## config.mk

```make
export PLATFORM = sky130hd
export DESIGN_NAME = matrix_engine_flat
export DESIGN_NICKNAME = d
export VERILOG_FILES = /design/src/rtl/matrix_engine_if.sv /design/src/rtl/matrix_engine.sv /design/src/flat_wrapper.sv
export SDC_FILE = /design/constraint.sdc
export NUM_CORES = 1
export LEC_CHECK = 0
export ABC_AREA = 0
export ABC_CLOCK_PERIOD_IN_PS = 17140
export CAP_MARGIN = 20
export CORE_MARGIN = 3
export CORE_UTILIZATION = 45
export CTS_BUF_LIST = sky130_fd_sc_hd__clkbuf_8
export CTS_CLUSTER_DIAMETER = 100
export CTS_CLUSTER_SIZE = 16
export DETAILED_ROUTE_END_ITERATION = 10
export DONT_BUFFER_PORTS = 1
export PLACE_DENSITY = 0.67
export SYNTH_ARGS = -nofsm -noshare
export SYNTH_HDL_FRONTEND = slang
export SYNTH_SLANG_ARGS = --single-unit
```

## constraint.sdc

```tcl
create_clock -name clk -period 17.14 [get_ports clk]
set_clock_uncertainty 0.1 [all_clocks]
set_input_delay 4.285 -clock clk [delete_from_list [all_inputs] [get_ports clk]]
set_output_delay 4.285 -clock clk [all_outputs]
set_load 0.02 [all_outputs]
```

## src/rtl/matrix_engine_if.sv

```systemverilog
// Control and RAM signal bundle for matrix_engine.
// The engine connects through the slave modport; controller/RAM model uses master.
interface matrix_engine_if #(
  parameter int unsigned DATA_W = 8,
  parameter int unsigned ADDR_W = 8
);
  logic              start;
  logic [1:0]        op;
  logic [ADDR_W-1:0] base;
  logic              busy;
  logic              done;
  logic              error;
  logic [ADDR_W-1:0] mem_addr;
  logic [DATA_W-1:0] mem_wdata;
  logic              mem_we;
  logic [DATA_W-1:0] mem_rdata;

  modport master (
    output start, op, base, mem_rdata,
    input  busy, done, error, mem_addr, mem_wdata, mem_we
  );

  modport slave (
    input  start, op, base, mem_rdata,
    output busy, done, error, mem_addr, mem_wdata, mem_we
  );
endinterface

```

## src/rtl/matrix_engine.sv

```systemverilog
// Square-matrix coprocessor: reads N, A, B from RAM at base, writes N*N result after them.
// Define MATRIX_ENGINE_SAT_EN for saturating add/sub/mul instead of wrap-around.
module matrix_engine #(
  parameter int unsigned DATA_W = 8,
  parameter int unsigned MAX_N  = 5,
  parameter int unsigned ADDR_W = 8
) (
  input  logic           clk,
  input  logic           rst_n,
  matrix_engine_if.slave bus_io
);
  localparam int unsigned Depth = MAX_N * MAX_N;
  localparam int unsigned NW    = $clog2(MAX_N + 1);
  localparam int unsigned NnW   = $clog2(Depth + 1);
  localparam int unsigned CntW  = NnW + 1;
  localparam logic [DATA_W-1:0] MaxNWord = DATA_W'(MAX_N);

  typedef enum logic [2:0] {StIdle, StRdSize, StLoad, StExec, StDone, StErr} state_e;

  state_e            state_q, state_d;
  logic [1:0]        op_q, op_d;
  logic [ADDR_W-1:0] base_q, base_d;
  logic [ADDR_W-1:0] addr_q, addr_d;
  logic [NW-1:0]     n_q, n_d;
  logic [NW-1:0]     r_q, r_d;
  logic [NW-1:0]     c_q, c_d;
  logic [NnW-1:0]    nn_q, nn_d;
  logic [NnW-1:0]    k_q, k_d;
  logic [CntW-1:0]   cnt_q, cnt_d;
  logic              err_q, err_d;
  logic [DATA_W-1:0] a_q [Depth];
  logic [DATA_W-1:0] a_d [Depth];
  logic [DATA_W-1:0] b_q [Depth];
  logic [DATA_W-1:0] b_d [Depth];

  logic [NW-1:0]     n_in;
  logic              size_bad;
  logic              can_start;
  logic [NnW-1:0]    t_idx;
  logic [DATA_W-1:0] a_el, b_el, a_tr, res;
`ifdef MATRIX_ENGINE_SAT_EN
  logic [DATA_W:0]     sum;
  logic [2*DATA_W-1:0] prod;
`endif

  // Next-state logic; DONE/ERR also accept a start so jobs can run back-to-back.
  always_comb begin
    state_d  = state_q;
    op_d     = op_q;
    base_d   = base_q;
    addr_d   = addr_q;
    n_d      = n_q;
    nn_d     = nn_q;
    r_d      = r_q;
    c_d      = c_q;
    k_d      = k_q;
    cnt_d    = cnt_q;
    err_d    = err_q;
    a_d      = a_q;
    b_d      = b_q;
    n_in     = bus_io.mem_rdata[NW-1:0];
    size_bad = (bus_io.mem_rdata == '0) || (bus_io.mem_rdata > MaxNWord);
    can_start = (state_q == StIdle) || (state_q == StDone) || (state_q == StErr);

    unique case (state_q)
      StIdle, StDone, StErr: begin
        state_d = StIdle;
        if (bus_io.start) begin
          state_d = StRdSize;
          op_d    = bus_io.op;
          base_d  = bus_io.base;
          addr_d  = bus_io.base;
          err_d   = 1'b0;
          cnt_d   = '0;
        end
      end
      StRdSize: begin
        if (cnt_q == '0) begin
          // Issue the first A read while the size word is still in flight.
          addr_d = base_q + ADDR_W'(1);
          cnt_d  = CntW'(1);
        end else if (size_bad) begin
          state_d = StErr;
          err_d   = 1'b1;
        end else begin
          state_d = StLoad;
          n_d     = n_in;
          nn_d    = NnW'(NnW'(n_in) * NnW'(n_in));
          addr_d  = base_q + ADDR_W'(2);
          cnt_d   = '0;
        end
      end
      StLoad: begin
        addr_d = addr_q + ADDR_W'(1);
        cnt_d  = cnt_q + CntW'(1);
        if (cnt_q < {1'b0, nn_q}) begin
          a_d[NnW'(cnt_q)] = bus_io.mem_rdata;
        end else begin
          b_d[NnW'(cnt_q - {1'b0, nn_q})] = bus_io.mem_rdata;
        end
        if (cnt_q == {nn_q, 1'b0} - CntW'(1)) begin
          state_d = StExec;
          k_d     = '0;
          r_d     = '0;
          c_d     = '0;
        end
      end
      StExec: begin
        k_d = k_q + NnW'(1);
        if (c_q == n_q - NW'(1)) begin
          c_d = '0;
          r_d = r_q + NW'(1);
        end else begin
          c_d = c_q + NW'(1);
        end
        if (k_q == nn_q - NnW'(1)) begin
          state_d = StDone;
        end
      end
      default: state_d = StIdle;
    endcase
  end

  // Element datapath for result index k = r*N + c.
  always_comb begin
    t_idx = NnW'(c_q) * NnW'(n_q) + NnW'(r_q);
    a_el  = a_q[k_q];
    b_el  = b_q[k_q];
    a_tr  = a_q[t_idx];
`ifdef MATRIX_ENGINE_SAT_EN
    sum  = {1'b0, a_el} + {1'b0, b_el};
    prod = {{DATA_W{1'b0}}, a_el} * {{DATA_W{1'b0}}, b_el};
    case (op_q)
      2'b00:   res = sum[DATA_W] ? '1 : sum[DATA_W-1:0];
      2'b01:   res = (a_el < b_el) ? '0 : a_el - b_el;
      2'b10:   res = (|prod[2*DATA_W-1:DATA_W]) ? '1 : prod[DATA_W-1:0];
      default: res = a_tr;
    endcase
`else
    case (op_q)
      2'b00:   res = a_el + b_el;
      2'b01:   res = a_el - b_el;
      2'b10:   res = a_el * b_el;
      default: res = a_tr;
    endcase
`endif
  end

  // Write-side outputs decode straight from state so reset drops mem_we at once.
  assign bus_io.mem_we    = (state_q == StExec);
  assign bus_io.mem_addr  = (state_q == StExec) ?
                            base_q + ADDR_W'(1) + ADDR_W'({nn_q, 1'b0}) + ADDR_W'(k_q) :
                            addr_q;
  assign bus_io.mem_wdata = (state_q == StExec) ? res : '0;
  assign bus_io.busy      = (state_q == StRdSize) || (state_q == StLoad) ||
                            (state_q == StExec);
  assign bus_io.done      = (state_q == StDone) || (state_q == StErr);
  assign bus_io.error     = err_q;

  always_ff @(posedge clk or negedge rst_n) begin
    if (!rst_n) begin
      state_q <= StIdle;
      op_q    <= '0;
      base_q  <= '0;
      addr_q  <= '0;
      n_q     <= '0;
      nn_q    <= '0;
      r_q     <= '0;
      c_q     <= '0;
      k_q     <= '0;
      cnt_q   <= '0;
      err_q   <= 1'b0;
    end else begin
      state_q <= state_d;
      op_q    <= op_d;
      base_q  <= base_d;
      addr_q  <= addr_d;
      n_q     <= n_d;
      nn_q    <= nn_d;
      r_q     <= r_d;
      c_q     <= c_d;
      k_q     <= k_d;
      cnt_q   <= cnt_d;
      err_q   <= err_d;
    end
  end

  // Operand buffers need no reset; they are always filled before use.
  always_ff @(posedge clk) begin
    a_q <= a_d;
    b_q <= b_d;
  end

  logic unused_can_start;
  assign unused_can_start = can_start;
endmodule

```

## src/flat_wrapper.sv

```systemverilog
// flat-port wrapper written by rule: the top's interface ports become plain ports
module matrix_engine_flat 
#(
  parameter int unsigned DATA_W = 8,
  parameter int unsigned MAX_N  = 5,
  parameter int unsigned ADDR_W = 8
)
  (clk, rst_n, bus_io_start, bus_io_op, bus_io_base, bus_io_mem_rdata, bus_io_busy, bus_io_done, bus_io_error, bus_io_mem_addr, bus_io_mem_wdata, bus_io_mem_we);
  matrix_engine_if #(.DATA_W(DATA_W), .ADDR_W(ADDR_W)) bus_io_i ();
  input  logic clk;
  input  logic rst_n;
  input wire logic [$bits(bus_io_i.start)-1:0] bus_io_start;
  input wire logic [$bits(bus_io_i.op)-1:0] bus_io_op;
  input wire logic [$bits(bus_io_i.base)-1:0] bus_io_base;
  input wire logic [$bits(bus_io_i.mem_rdata)-1:0] bus_io_mem_rdata;
  output wire logic [$bits(bus_io_i.busy)-1:0] bus_io_busy;
  output wire logic [$bits(bus_io_i.done)-1:0] bus_io_done;
  output wire logic [$bits(bus_io_i.error)-1:0] bus_io_error;
  output wire logic [$bits(bus_io_i.mem_addr)-1:0] bus_io_mem_addr;
  output wire logic [$bits(bus_io_i.mem_wdata)-1:0] bus_io_mem_wdata;
  output wire logic [$bits(bus_io_i.mem_we)-1:0] bus_io_mem_we;
  assign bus_io_i.start = bus_io_start;
  assign bus_io_i.op = bus_io_op;
  assign bus_io_i.base = bus_io_base;
  assign bus_io_i.mem_rdata = bus_io_mem_rdata;
  assign bus_io_busy = bus_io_i.busy;
  assign bus_io_done = bus_io_i.done;
  assign bus_io_error = bus_io_i.error;
  assign bus_io_mem_addr = bus_io_i.mem_addr;
  assign bus_io_mem_wdata = bus_io_i.mem_wdata;
  assign bus_io_mem_we = bus_io_i.mem_we;
  matrix_engine #(.DATA_W(DATA_W), .MAX_N(MAX_N), .ADDR_W(ADDR_W)) u_core (.clk(clk), .rst_n(rst_n), .bus_io(bus_io_i));
endmodule
```

==> Yosys cells after proc, flatten, opt, wreduce, memory -nomap -nowiden <==
Cells that the tools add are included.
{ "totals": {"out_inout_bits": 20, "n_memories": 0, "rom_bits": 0, "in_bits": 21, "ramBits": 0, "elab_cells": 178, "latchBits": 0, "register_bits": 447} }
{ "op_classes": {"n_reduce_logical": 23, "multipliers": 3, "add_sub_neg": 16, "n_bitwise": 7, "n_div": 0, "eq_ne": 17, "shift": 0, "magnitude_cmp": 8, "mux": 43} }
{ "op_table": {"columns": ["op", "count"], "rows": [
  ["$bwmux W200", 2],
  ["$bmux W8 S5", 3],
  ["$mux W8", 13],
  ["$demux W8 S5", 2],
  ["$pmux W8 S3", 2],
  ["$ge A6 B6 Y1 const B", 4],
  ["$not A5 Y6", 4],
  ["$mux W3", 7],
  ["$mux W6", 3],
  ["$pmux W6 S3", 1],
  ["$add A8 B1 Y8 const B", 2],
  ["$lt A6 B1 Y1 const B", 2],
  ["$pmux W3 S2", 2],
  ["$pmux W3 S4", 1],
  ["$reduce_and A3 Y1", 4],
  ["$mul A3 B3 Y5", 2],
  ["$pmux W5 S2", 1],
  ["$add A8 B2 Y8 const B", 1],
  ["$add A8 B5 Y8", 1],
  ["$add A8 B6 Y8", 1],
  ["$add A8 B8 Y8", 1],
  ["$gt A8 B3 Y1 const B", 1],
  ["$logic_not A8 Y1", 1],
  ["$mul A8 B8 Y8", 1],
  ["35 further kinds", 55]
]} }

==> Longest topological paths before layout <==
Gate-level depths: netlist of the first run.
{ "logic_depth": {"depth_word": 8, "depth_mapped": 26, "ltp_nobuf": 22} }

==> Least setup slack after synthesis of the first run <==
Ideal clock, no wire load.
{ "synth_path": {"path_kind": "reg2out", "startpoint": "register u_core.k_q[0]", "endpoint": "output port bus_io_mem_wdata[7]", "path_buffers": 4, "required_ns": 12.755, "path_stages_with_launch": 24, "slack_ns": 6.787, "t_arrival_ns": 5.968, "path_cell_list": "dfrtp_1 > buf_6 > buf_12 > buf_12 > buf_8 > mux2i_1 > a221oi_2 > a221oi_1 > a211oi_4 > nand2_1 > fa_1 > fa_1 > inv_1 > fa_1 > inv_1 > fa_1 > inv_1 > ha_1 > a21oi_1 > xnor2_1 > xnor2_1 > xnor2_1 > xnor3_1 > a311oi_1"} }
{ "synth_via": {"elab_chain_cells": 7, "word_cells_on_any_way": 12, "classes_between": "2 x add/sub; 1 x mul; 8 x mux; 1 x bitwise"} }
{ "synth_rtl": {"columns": ["element", "line", "rtl"], "rows": [
  ["start: declaration", "matrix_engine.sv:28", "logic [NnW-1:0] k_q, k_d;"],
  ["start signal: assignment", "matrix_engine.sv:182", "k_q <= k_d;"],
  ["$not A5 Y6 (not written as such) (*)", "matrix_engine.sv:127, matrix_engine.sv:128", null],
  ["$bmux W8 S5, on equally long branches", "matrix_engine.sv:127, matrix_engine.sv:128", null],
  ["$mux W8, on equally long branches (2 in a row)", "matrix_engine.sv:127, matrix_engine.sv:128", null],
  ["$mul A8 B8 Y8 (tied with other cells)", "matrix_engine.sv:143", "2'b10: res = a_el * b_el;"],
  ["$pmux W8 S3 (*)", "matrix_engine.sv:140", "case (op_q)"],
  ["$mux W8 (*)", "matrix_engine.sv:154", "assign bus_io.mem_wdata = (state_q == StExec) ? res : '0;"],
  ["end: declaration", "flat_wrapper.sv:20", "output wire logic [$bits(bus_io_i.mem_wdata)-1:0] bus_io_mem_wdata;"]
]} }
Every way passes the cells marked *; elsewhere a longest branch is shown, timed or not. The select of a mux whose other input is x is not followed.

==> Worst setup path in the final report of the first run <==
Ends and elaborated chain as after synthesis.

==> impl_metrics.csv, run 1 <==
group,metric,value,unit
critical_path,cp_num_buf_inv,5,
sta,setup_violations,0,
logic_synthesis,synth-edff-count,400,
cts,clkTransAtPathRegs,0.11,ns
route,routed_wl,56400,µm
logic_synthesis,synth_fp_nets,1621,
route,wl_per_cell,25.9,µm
route,drcViolationCount,0,
pwr,combPwrFrac,55.5,%
route,vias_per_cell,6.09,
cts,cts_tree,"done",
critical_path,worst-path-max-fanout,51,
floorplan,die_w,229,µm
critical_path,cp-start-kind,"flop",
critical_path,critPathArrivalTime,8.62,ns
sta,fin_crit,13.00,ns
cts,ctsResizeCount,0,
logic_synthesis,synth.top_cell.area_share,53.6,%
logic_synthesis,ys.flop_type,"edfxtp_1",
route,first_iter_violations,1689,
sta,setup-tns-final,0,ns
grt,grt_pass1_vias,13218,
critical_path,required,12.76,ns
critical_path,path_cells,"buf_4 > buf_4 > mux4_2 > mux2i_1 > o22ai_1 > a21o_1 > inv_1 > nor2_1 > fa_1 > fa_1 > ha_1 > inv_1 > fa_1 > inv_1 > ha_1 > a21o_1 > a21oi_1 > xnor2_1 > xnor2_1 > xnor2_1 > xnor3_1 > a311oi_1",
placement,placed_area,0.0230,mm²
critical_path,cp_slowest_stage_delay,0.85,ns
logic_synthesis,ys_types,69,
cts,clk_latency,0.68,ns
sta,timing.final.ws_setup,4.14,ns
pwr,power_frac_seq,32.3,%
logic_synthesis,yosysSeqAreaShare,58.6,%
pwr,powerDensity,173,mW/mm²
pwr,switching_share,40.7,%
run_status,outcome,"finished, final reports clean",
worst_hold_path,min_from,"u_core.nn_q[2]$_DFFE_PN0P_",
pwr,power,4.07,mW
logic_synthesis,async_flop_share,10.1,%
sta,rsz0062_at_grt,"false",
pwr,p_int,2.41,mW
critical_path,cp_slowest_cell,"dfrtp_4",
route,num_vias,13255,
cells_and_area,n_antenna_cell,0,
logic_synthesis,syn_area_per_cell,14.8,µm²
route,postRouteAntennaNets,0,
grt,grt_max_degree,58,
cts,postCtsHoldBufs,0,
grt,grt_pass1_wl,84400,µm
sta,worst_pin_slew,1.10,ns
critical_path,critPathTopFamily,"adder cells",
floorplan,design.die.area,0.0525,mm²
critical_path,setup.worst_path.start,"u_core.k_q[0]$_DFFE_PN0P_",
logic_synthesis,synth_top_area_cell,"edfxtp_1",
route,dr.pass1.iters,8,
placement,post-place-ws,4.80,ns
critical_path,setup.worst_path.class,"flop to output pin",
logic_synthesis,ys_warn_count,0,
cells_and_area,final_cell_mix,"edfxtp_1, nor2_1, mux4_2",
cells_and_area,fin_area,0.0235,mm²
cts,cts_buffers,31,
sta,slew_violations,0,
floorplan,boundaryPins,41,
pwr,irDropWorstVdd,221,µV
job,cap_violations,0,
cells_and_area,final_common_cell,"edfxtp_1",
logic_synthesis,ys_ff_latch,445,
sta,whs,0.429,ns
pwr,power_frac_clock,12.2,%
pwr,power_switching,1.66,mW
cts,post-cts-setup-buffers,0,
cts,cts_sinks,445,
sta,hold_viol,0,
logic_synthesis,yosys-top-cells-area,"edfxtp_1, mux4_2, dfrtp_1",
grt,grt_overflow,0,
cells_and_area,drive_gt1_share,14.2,%
sta,max_freq,76.9,MHz
logic_synthesis,syn_area,0.0224,mm²
floorplan,rows,81,
placement,dp_hpwl,37400,µm
pwr,p_leak,7.99,nW
cells_and_area,nets,1603,
cts,root_buffer,"clkbuf_8",
sta,relSlewSlack,26.6,%
cells_and_area,area_delta_synth_final,4.91,%
placement,io_buffers,0,
grt,antenna_found_initial,1,
critical_path,r2r_start,"u_core.cnt_q[2]$_DFFE_PN0P_",
floorplan,dieHeight,229,µm
critical_path,crit_path_end_kind,"output pin",
worst_hold_path,hold_class,"flop to flop",
grt,grt_usage,21.3,%
floorplan,initial_core_util,45.7,%
placement,finalWeightedCongestion,0.890,
cts,cts_buffer_depth,3,
logic_synthesis,syn-instance-count,1519,
sta,fin_crit_sh,75.9,%
floorplan,core,0.0491,mm²
cts,cts-htree-levels,1,
-- Yosys cell counts, drive strengths merged, types with 3 or more instances --
master  count
clkbuf     38
nand3b      5
fa         20
a211oi      9
nor2      142
mux2i     102
nor3b       3
o22ai       3
mux4      113
ha         61
nand2b     12
nand2      97
nor3        7
a31oi       8
xor2       29
a22oi      23
mux2       15
buf        41
a22o        3
or3b        4
and2       19
a21o       18
dfrtp      45
xnor2      38
o31ai       3
nand3      20
a32oi       3
or3         3
a21oi      42
nand4       9
nor2b       9
o21ai      61
edfxtp    400
or2         3
and3        3
inv        58
a221oi     28
-- flip-flops by register name (all words and copies together), names as in the netlist, 4 cells and up --
| signal | flops |
|---|---|
| u_core.base_q | 8 |
| u_core.k_q | 5 |
| u_core.cnt_q | 6 |
| u_core.addr_q | 8 |
| u_core.b_q | 200 |
| u_core.nn_q | 4 |
| u_core.a_q | 200 |
-- logic make-up after synthesis --
group	Yosys count	synth area share, %
flip-flops	445	58.6
AND/OR/NAND/NOR	342	6.97
multiplexers	230	16.7
AO/OA/AOI/OAI	215	6.54
buffers and inverters	137	3.09
adder cells (fa/ha/maj)	81	5.19
XOR/XNOR	69	2.85
-- final timing paths --
kind	slack, ns	cells past startpoint	end
setup / recovery	4.14	22	bus_io_mem_wdata[7]
hold / removal	0.43	2	u_core.nn_q[2]$_DFFE_PN0P_
setup reg to reg	13.39	8	u_core.a_q[152]$_DFFE_PP_
hold reg to reg	0.43	2	u_core.nn_q[2]$_DFFE_PN0P_
max in group asynchronous	13.64	0	u_core.k_q[0]$_DFFE_PN0P_
min in group asynchronous	3.19	0	u_core.nn_q[3]$_DFFE_PN0P_
-- tightest hold or removal path, cell delays in order, from the launching register on --
cell and delay (ns):
dfrtp_1 0.38, nand2_1 0.05, o21ai_0 0.06
-- stage by stage --
stage | std cells | util [%]
floorplan | 1519 | -
global placement | 2127 | 46.8
detailed placement | 2127 | 46.8
CTS | 2173 | 47.8
global route | 2178 | 47.9
finish | 2178 | 47.9
-- power groups by stage --
stage	Clock, mW	Combinational (mW)	Sequential [mW]
floorplan	0	1.85	1.28
CTS	0.507	2.26	1.31
detailed placement	0	2.25	1.34
global placement	0	2.23	1.33
finish	0.496	2.26	1.31
global route	0.547	2.50	1.32
-- layout make-up --
type	count	area [µm²]
clock buffer	31	427
tap	664	831
clock inverter	15	61.3
multi-input combinational	937	8600
inverter	58	218
timing repair buffer	28	225
fill	4268	25500
sequential	445	13100
-- per-layer routing --
| metal | up-vias | GRT usage (%) | wire length, µm |
|---|---|---|---|
| met4 | 2 | 6.90 | 1660 |
| met2 | 622 | 34.0 | 26900 |
| met5 | - | 0 | 13 |
| li1 | 5766 | - | - |
| met3 | 104 | 4.09 | 4680 |
| met1 | 6761 | 29.6 | 23200 |
(Power assumes the default switching activity.)
==> run 2: changes to the inputs <==
ABC_CLOCK_PERIOD_IN_PS = 10800   (was 17140)
PLACE_DENSITY = 0.69   (was 0.67)
clock period = 10.8 ns   (was 17.14 ns; I/O delays follow)
==> impl_metrics.csv, run 2 (synthesis gave the netlist of run 1 again) <==
group,metric,value,unit
sta,worst_pin_slew,1.13,ns
route,dr.pass1.iters,6,
pwr,switching_share,40.9,%
pwr,p_int,3.85,mW
cells_and_area,drive_gt1_share,14.3,%
sta,fin_crit,10.21,ns
cts,cts_tree,"done",
cells_and_area,fin_area,0.0235,mm²
cells_and_area,final_core_util,48.0,%
cts,ctsResizeCount,0,
placement,dp_hpwl,37400,µm
floorplan,boundaryPins,41,
critical_path,path_cells,"buf_4 > buf_4 > mux2i_1 > a221oi_1 > nand2_1 > nand4_1 > nand2_1 > fa_1 > fa_1 > inv_1 > fa_1 > inv_1 > fa_1 > inv_1 > ha_1 > a21oi_1 > xnor2_1 > xnor2_1 > xnor2_1 > xnor3_1 > a311oi_1 > buf_4",
cells_and_area,area_delta_synth_final,5.07,%
floorplan,dieHeight,229,µm
cts,cts_buffers,31,
sta,slew_violations,0,
grt,grt_pass1_vias,13266,
cts,clk_latency,0.69,ns
grt,grt_pass1_wl,84200,µm
pwr,combPwrFrac,55.8,%
cts,cts-htree-levels,1,
placement,finalWeightedCongestion,0.877,
pwr,power_switching,2.67,mW
critical_path,cp-start-kind,"flop",
sta,rsz0062_at_grt,"false",
cells_and_area,final_cell_mix,"edfxtp_1, nor2_1, mux4_2",
route,routed_wl,56100,µm
job,cap_violations,0,
critical_path,required,8.00,ns
sta,hold_viol,0,
placement,placed_area,0.0230,mm²
pwr,p_leak,8.02,nW
cells_and_area,fillers,4198,
pwr,power_frac_seq,32.0,%
sta,setup-tns-final,0,ns
route,wl_per_cell,25.7,µm
placement,io_buffers,0,
route,vias_per_cell,6.13,
critical_path,setup.worst_path.class,"flop to output pin",
critical_path,crit_path_end_kind,"output pin",
worst_hold_path,hold_class,"flop to flop",
critical_path,cp_slowest_stage_delay,0.91,ns
route,postRouteAntennaNets,0,
sta,fin_crit_sh,94.6,%
grt,grt_max_degree,57,
pwr,power_frac_clock,12.2,%
floorplan,initial_core_util,45.7,%
cts,postCtsHoldBufs,0,
pwr,power,6.52,mW
floorplan,rows,81,
cells_and_area,nets,1605,
cells_and_area,multiInputGateArea,0.00860,mm²
critical_path,cp_slowest_cell,"dfrtp_4",
grt,antenna_found_initial,0,
grt,grt_overflow,0,
sta,max_freq,97.9,MHz
critical_path,critPathTopFamily,"adder cells",
route,first_iter_violations,1595,
grt,grt_usage,21.1,%
run_status,outcome,"finished, final reports clean",
pwr,powerDensity,277,mW/mm²
placement,post-place-ws,1.35,ns
cts,root_buffer,"clkbuf_8",
cells_and_area,top_regs,"u_core.a_q x200, u_core.b_q x200",
sta,relSlewSlack,24.7,%
cts,post-cts-setup-buffers,0,
cts,cts_sinks,445,
cells_and_area,regArea,0.0131,mm²
critical_path,worst-path-max-fanout,35,
route,num_vias,13379,
pwr,irDropWorstVdd,346,µV
cts,clkTransAtPathRegs,0.12,ns
critical_path,reg2reg_slack,7.04,ns
floorplan,die_w,229,µm
critical_path,critPathArrivalTime,7.41,ns
cts,cts_buffer_depth,3,
sta,setup_violations,0,
floorplan,design.die.area,0.0525,mm²
cells_and_area,n_antenna_cell,0,
critical_path,cp_num_buf_inv,6,
floorplan,core,0.0491,mm²
route,drcViolationCount,0,
cells_and_area,final_common_cell,"edfxtp_1",
sta,timing.final.ws_setup,0.586,ns
critical_path,crit_path_frequent_cell,"fa_1",
run 2: path summary, 6_finish.rpt:
check	from	endpoint	cells past startpoint
hold reg to reg	u_core.nn_q[2]$_DFFE_PN0P_	u_core.nn_q[2]$_DFFE_PN0P_	2
setup reg to reg	u_core.cnt_q[2]$_DFFE_PN0P_	u_core.a_q[94]$_DFFE_PP_	8
max in group asynchronous	rst_n	u_core.k_q[0]$_DFFE_PN0P_	0
hold / removal	u_core.nn_q[2]$_DFFE_PN0P_	u_core.nn_q[2]$_DFFE_PN0P_	2
setup / recovery	u_core.k_q[0]$_DFFE_PN0P_	bus_io_mem_wdata[7]	22
min in group asynchronous	rst_n	u_core.op_q[0]$_DFFE_PN0P_	0
run 2: worst reg2reg max path, stage by stage, from the launching register on:
cell	delay [ns]
dfrtp_1	0.67
ha_1	0.38
nor2b_1	0.15
o21ai_0	0.15
nand2b_1	0.14
a211o_1	0.37
nor2_1	0.21
nand2_1	0.26
nor2_1	0.93
run 2: area by class of cell:
class / count / area share [%]
flip-flops and latches: 445 / 55.8
multi-input cells: 937 / 36.5
well taps: 664 / 3.53
clock buffers: 31 / 1.81
repair buffers: 30 / 1.06
inverters: 58 / 0.925
clock inverters: 17 / 0.308
run 2: metal layers:
metal	global-route usage [%]	part of all wire (%)
met5	0	0
met4	7.43	3.5
met3	4.42	8.9
met2	33.6	47
met1	28.9	40
run 2: stage by stage:
step                      hold slack (ns)  instances
after floorplan                     0.372       1519
after global placement              0.392       2131
after detailed placement            0.424       2131
after CTS                           0.449       2179
after global routing                0.465       2182
final                               0.446       2182
run 2: power groups by stage:
stage	sequential, mW	combinational (mW)	clock, mW
6_report	2.09	3.64	0.795
5_1_grt	2.10	4.00	0.869
4_1_cts	2.09	3.63	0.805
3_5_place_dp	2.13	3.60	0
3_3_place_gp	2.12	3.53	0
2_1_floorplan	2.04	2.93	0
